**src/rtl/snake_body.sv**
```systemverilog
// Snake body for a 40x30 grid: move timing, steering, growth, collision and segment readout.
// Optional macro SNAKE_WRAP_EN: the border wraps around to the opposite inner cell instead of being a wall.
module snake_body #(
    parameter int MOVE_DIV = 25_000_000,
    parameter int MAX_LEN  = 16
) (
    input  logic       clk,
    input  logic       rst,
    input  logic [1:0] state,
    input  logic       Btn_Up,
    input  logic       Btn_Down,
    input  logic       Btn_Left,
    input  logic       Btn_Right,
    input  logic       Grow,
    input  logic [5:0] Seg_Index,
    output logic [5:0] Head_X,
    output logic [5:0] Head_Y,
    output logic [5:0] Seg_X,
    output logic [5:0] Seg_Y,
    output logic       Seg_Valid,
    output logic [6:0] Length,
    output logic       Move,
    output logic       Hit
);

    // Opposite directions differ only in bit 0.
    typedef enum logic [1:0] {
        DIR_UP    = 2'b00,
        DIR_DOWN  = 2'b01,
        DIR_LEFT  = 2'b10,
        DIR_RIGHT = 2'b11
    } dir_t;

    localparam logic [1:0] PLAY_STATE = 2'b01;
    localparam int         IW         = (MAX_LEN > 1) ? $clog2(MAX_LEN) : 1;
    localparam int         CW         = (MOVE_DIV > 1) ? $clog2(MOVE_DIV) : 1;
    localparam logic [CW-1:0] TICK_LAST = CW'(MOVE_DIV - 1);
    localparam logic [6:0] LEN_MAX    = 7'(MAX_LEN);
    localparam logic [6:0] LEN_START  = 7'd3;
    localparam logic [5:0] X_WALL_HI  = 6'd39;
    localparam logic [5:0] Y_WALL_HI  = 6'd29;

    function automatic dir_t reverse_of(input dir_t d);
        return dir_t'(d ^ 2'b01);
    endfunction

    function automatic logic [5:0] home_x(input int i);
        return (i < 3) ? 6'(20 - i) : 6'd0;
    endfunction

    function automatic logic [5:0] home_y(input int i);
        return (i < 3) ? 6'd15 : 6'd0;
    endfunction

    logic [5:0]    seg_x [MAX_LEN];
    logic [5:0]    seg_y [MAX_LEN];
    logic [CW-1:0] tick;
    dir_t          dir;
    dir_t          dir_req;
    logic          grow_pend;

    logic          playing;
    logic          step;
    logic          growing;
    logic          btn_hit;
    dir_t          btn_dir;
    logic          load_req;
    logic [5:0]    nx;
    logic [5:0]    ny;
    logic          wall;
    logic          self_hit;
    logic          collide;
    logic [6:0]    check_len;
    logic          valid_sel;
    logic [IW-1:0] sel;

    assign Head_X = seg_x[0];
    assign Head_Y = seg_y[0];

    // NOTE: every signal written here is given a default first so no latch can be inferred.
    always_comb begin
        playing = (state == PLAY_STATE);
        step    = playing && !Hit && (tick == TICK_LAST);
        // At MAX_LEN a grow request degenerates into a normal step.
        growing = (grow_pend || Grow) && (Length < LEN_MAX);

        btn_hit = 1'b1;
        btn_dir = DIR_RIGHT;
        if (Btn_Up)         btn_dir = DIR_UP;
        else if (Btn_Down)  btn_dir = DIR_DOWN;
        else if (Btn_Left)  btn_dir = DIR_LEFT;
        else if (Btn_Right) btn_dir = DIR_RIGHT;
        else                btn_hit = 1'b0;
        load_req = btn_hit && (btn_dir != reverse_of(dir));

        nx = seg_x[0];
        ny = seg_y[0];
        case (dir_req)
            DIR_UP:   ny = seg_y[0] - 6'd1;
            DIR_DOWN: ny = seg_y[0] + 6'd1;
            DIR_LEFT: nx = seg_x[0] - 6'd1;
            default:  nx = seg_x[0] + 6'd1;
        endcase

        wall = 1'b0;
`ifdef SNAKE_WRAP_EN
        if (nx == 6'd0)           nx = X_WALL_HI - 6'd1;
        else if (nx == X_WALL_HI) nx = 6'd1;
        if (ny == 6'd0)           ny = Y_WALL_HI - 6'd1;
        else if (ny == Y_WALL_HI) ny = 6'd1;
`else
        wall = (nx == 6'd0) || (nx == X_WALL_HI) || (ny == 6'd0) || (ny == Y_WALL_HI);
`endif

        // The tail cell is vacated by a normal step, so it only blocks when growing.
        check_len = growing ? Length : Length - 7'd1;
        self_hit  = 1'b0;
        for (int i = 0; i < MAX_LEN; i++) begin
            if ((7'(i) < check_len) && (seg_x[i] == nx) && (seg_y[i] == ny))
                self_hit = 1'b1;
        end
        collide = wall || self_hit;

        valid_sel = ({1'b0, Seg_Index} < Length);
        sel       = Seg_Index[IW-1:0];
    end

    // NOTE: the segment array is reset like every other register because the start body is game state.
    always_ff @(posedge clk or posedge rst) begin
        if (rst) begin
            for (int i = 0; i < MAX_LEN; i++) begin
                seg_x[i] <= home_x(i);
                seg_y[i] <= home_y(i);
            end
            Length    <= LEN_START;
            dir       <= DIR_RIGHT;
            dir_req   <= DIR_RIGHT;
            grow_pend <= 1'b0;
            Hit       <= 1'b0;
            Move      <= 1'b0;
            tick      <= '0;
            Seg_X     <= 6'd0;
            Seg_Y     <= 6'd0;
            Seg_Valid <= 1'b0;
        end else if (!playing) begin
            for (int i = 0; i < MAX_LEN; i++) begin
                seg_x[i] <= home_x(i);
                seg_y[i] <= home_y(i);
            end
            Length    <= LEN_START;
            dir       <= DIR_RIGHT;
            dir_req   <= DIR_RIGHT;
            grow_pend <= 1'b0;
            Hit       <= 1'b0;
            Move      <= 1'b0;
            tick      <= '0;
            Seg_X     <= 6'd0;
            Seg_Y     <= 6'd0;
            Seg_Valid <= 1'b0;
        end else begin
            tick <= (Hit || step) ? '0 : tick + 1'b1;
            Move <= 1'b0;
            if (load_req)
                dir_req <= btn_dir;
            if (Grow)
                grow_pend <= 1'b1;
            if (step) begin
                if (collide) begin
                    Hit <= 1'b1;
                end else begin
                    for (int i = MAX_LEN - 1; i > 0; i--) begin
                        seg_x[i] <= seg_x[i-1];
                        seg_y[i] <= seg_y[i-1];
                    end
                    seg_x[0]  <= nx;
                    seg_y[0]  <= ny;
                    dir       <= dir_req;
                    grow_pend <= 1'b0;
                    Move      <= 1'b1;
                    if (growing)
                        Length <= Length + 7'd1;
                end
            end
            Seg_Valid <= valid_sel;
            Seg_X     <= valid_sel ? seg_x[sel] : 6'd0;
            Seg_Y     <= valid_sel ? seg_y[sel] : 6'd0;
        end
    end

endmodule

```
**config.mk**
```make
export PLATFORM = sky130hd
export DESIGN_NAME = snake_body
export DESIGN_NICKNAME = d
export VERILOG_FILES = /design/src/rtl/snake_body.sv
export SDC_FILE = /design/constraint.sdc
export NUM_CORES = 1
export LEC_CHECK = 0
export CAP_MARGIN = 20
export CORE_MARGIN = 4
export CORE_UTILIZATION = 50
export CTS_CLUSTER_DIAMETER = 200
export DETAILED_ROUTE_END_ITERATION = 10
export PLACE_DENSITY = 0.75
export SYNTH_ARGS = -nofsm -noshare
export SYNTH_HDL_FRONTEND = slang
export SYNTH_SLANG_ARGS = --single-unit
```
**constraint.sdc**
```tcl
create_clock -name clk -period 13.1 [get_ports clk]
set_clock_uncertainty 0.2 [all_clocks]
set_input_delay 2.62 -clock clk [delete_from_list [all_inputs] [get_ports clk]]
set_output_delay 2.62 -clock clk [all_outputs]
set_load 0.03 [all_outputs]
```
==> impl_metrics.yaml <==
clock_network:
  htreeDepth: 1
  holdBufCountCts: 0
  cts.reportedPaths.clkPinSlew_ns: 0.06
  insertion_delay_ns: 0.57
  cts_tree: "yes"
  cts.sinks: 244
  clockBufferDepth: 3
  cts_setup_buffers: 0
  cts_buffers: 28
  clock-root-buffer: "clkbuf_16"
  cts_resized: 0
synthesis:
  syn-num-nets: 1738
  ys_seq_elements: 244
  netlist_area_um2: 16770
  synth_area_leaders: "dfrtp_1 33%, mux2i_1 11%, xnor2_1 8.2%"
  yosys-top-cells-count: "219 x dfrtp_1, 204 x nand2_1, 191 x inv_1"
  synth_edf_count: 0
  yosysMostFrequentCell: "dfrtp_1"
  synth_ff_type: "dfrtp_1"
  netlist_instances: 1709
  synth.yosys.seq_area_share: 0.3659
  async_reset_ff_frac: 1.000
  syn_area_per_cell_um2: 9.813
  synth_top_area_share: 0.3268
  ys_warn_count: 0
  yosysTopAreaCell: "dfrtp_1"
  synth_cell_types: 83
worst_hold_path:
  whs_endpoint: "tick[0]"
  whs_path_depth: 1
  hold_class: "flop to flop"
  min_from: "tick[0]"
floorplanning:
  dieArea_um2: 36540
  pin_count: 49
  die_y_um: 191.1
  start_util: 0.5116
  rows: 66
  core_um2: 32780
  die_w_um: 191.1
sta:
  finalSetupTns_ns: 0
  hold_viol: 0
  fin_crit_sh: 0.5886
  rsz0062_at_grt: "no"
  max_freq_mhz: 129.7
  setup_violations: 0
  min_period_ns: 7.711
  finalMaxSlewViolations: 0
  max_slew_margin: 0.07423
  setup_ws_ns: 5.389
  worst_pin_slew_ns: 1.389
global_route:
  grt_max_degree: 165
  overflow: 0
  first_global_vias: 12460
  track_usage: 0.2553
  grt_pass1_wl_um: 73340
  antenna_found_initial: 0
place:
  placed_cells: 2102
  gpl.final_weighted_congestion: 0.9955
  dpl-instance-area_um2: 17300
  port_buffers: 48
  hpwlAfterDp_um: 32570
  pre_cts_ws_ns: 5.060
route:
  antenna_left: 0
  wl_per_cell_um: 21.65
  dr.pass1.iters: 6
  drt-initial-drc-count: 1203
  via_count: 12660
  wl_um: 46680
  drt-vias-per-instance: 5.872
  drc: 0
cells_and_area:
  final_cell_area_um2: 18330
  drive_gt1_frac: 0.1079
  area.growth.synth_to_final_pct: 9.296
  final_nets: 1721
  antenna_cells: 0
  final_cells: 2156
job:
  cap_viol_max_count: 0
setup_path:
  crit_arrival_ns: 8.00
  worstRegToRegCells: 13
  crit_path_end_kind: "flop"
  cp_max_fo: 164
  r2r_start: "dir_req[1]"
  timing.rr.end: "Head_Y[2]"
  worstSetupPathType: "input pin to flop"
  r2r_slack_ns: 5.77
  cp-start-kind: "input pin"
  worstPathRequired_ns: 13.39
power:
  ir_worst_vdd_mv: 0.1111
  power_density_nw_per_um2: 94.55
  leakagePower_nw: 8.359
outcome:
  status: "completed"
-- area by class of cell --
| type | count | area, um2 |
|---|---|---|
| clock buffer | 37 | 775.7 |
| clock inverter | 15 | 224.0 |
| fill | 2821 | 14450 |
| inverter | 192 | 728.2 |
| multi-input combinational | 1156 | 9241 |
| sequential | 244 | 6137 |
| tap | 442 | 553.0 |
| timing repair buffer | 70 | 670.6 |
-- layout by cell type, fill, tap and decap left out, types with 5 or more instances in the layout --
master             n
nand2_1          204
o211ai_1           5
clkbuf_1           6
ha_1              13
and4_1             6
xor2_1            65
nor2b_1           21
o2111ai_1          9
or3_1              6
nor3b_1            6
a21oi_1           18
nand3_1           38
nor4_1            12
mux2_1             8
and3_1            14
nand4b_1           5
dfrtp_1          219
nor2_1            89
buf_4             21
nor3_1            43
bufinv_16          5
and2_1             7
o31ai_1           12
a31oi_1           17
clkdlybuf4s50_1   46
xnor3_1            8
or2_2              5
nand4_1           19
mux4_2            60
inv_1            190
nand2b_1          16
xnor2_1          157
dfstp_2           25
mux2i_1          184
o21ai_0           21
a2111oi_0          9
clkbuf_16         29
-- worst max path at each step --
| stage | startpoint | endpoint | cells past startpoint |
|---|---|---|---|
| after global placement | Grow | seg_y[76] | 12 |
| after floorplan | rst | Head_X[0] | 1 |
| after global routing | Grow | Head_Y[2] | 13 |
| after detailed placement | Grow | Head_Y[4] | 11 |
| final | Grow | Head_Y[2] | 13 |
| after CTS | Grow | seg_y[76] | 11 |
-- sequential cells by signal, indices dropped and copies added, names as in the netlist --
register	cells
tick	25
seg_x	90
Move	1
Seg_Valid	1
grow_pend	1
dir	2
dir_req	2
Seg_X	6
Length	7
Seg_Y	6
Head_X	6
Hit	1
Head_Y	6
seg_y	90
-- metal layers --
metal | track usage | vias to the layer above | part of all wire
met1 | 0.3571 | 6374 | 0.43
met5 | 0 | - | 0
met4 | 0.08425 | 0 | 0.037
met2 | 0.4092 | 447 | 0.47
met3 | 0.04036 | 87 | 0.064
li1 | - | 5753 | -
-- cell families after synthesis --
| family | share of synthesized area |
|---|---|
| flops | 0.3659 |
| mux | 0.1973 |
| buf+inv | 0.08490 |
| fa+ha+maj | 0.01089 |
| simple gates | 0.1509 |
| xor+xnor | 0.1312 |
| compound gates | 0.05887 |
-- power by group --
group	internal, W	leakage (nW)	switching (W)
logic	0.0000378	4.55	0.0000790
registers	0.000755	3.32	0.00000348
clock network	0.000518	0.483	0.000340
-- critical path, stage by stage --
cell and delay [ns]:
clkdlybuf4s50_1 0.41, or2_2 0.34, a2111oi_0 0.59, a211oi_2 0.10, buf_4 0.23, o2111ai_1 0.23
a2111oi_0 0.12, a311oi_1 0.32, o2111ai_1 0.18, nor3_2 0.78, nand3_4 0.61, buf_12 0.46
mux2_1 0.59
-- through the flow --
step / hold slack (ns) / power, W / utilization
2_1_floorplan: 0.2479 / 0.0008513 / -
3_3_place_gp: 0.2665 / 0.0008870 / 0.5276
3_5_place_dp: 0.2896 / 0.0008876 / 0.5276
4_1_cts: 0.3009 / 0.001739 / 0.5580
5_1_grt: 0.3159 / 0.001786 / 0.5591
6_report: 0.2999 / 0.001733 / 0.5591
Note: power is estimated with default switching activity, not from simulation.
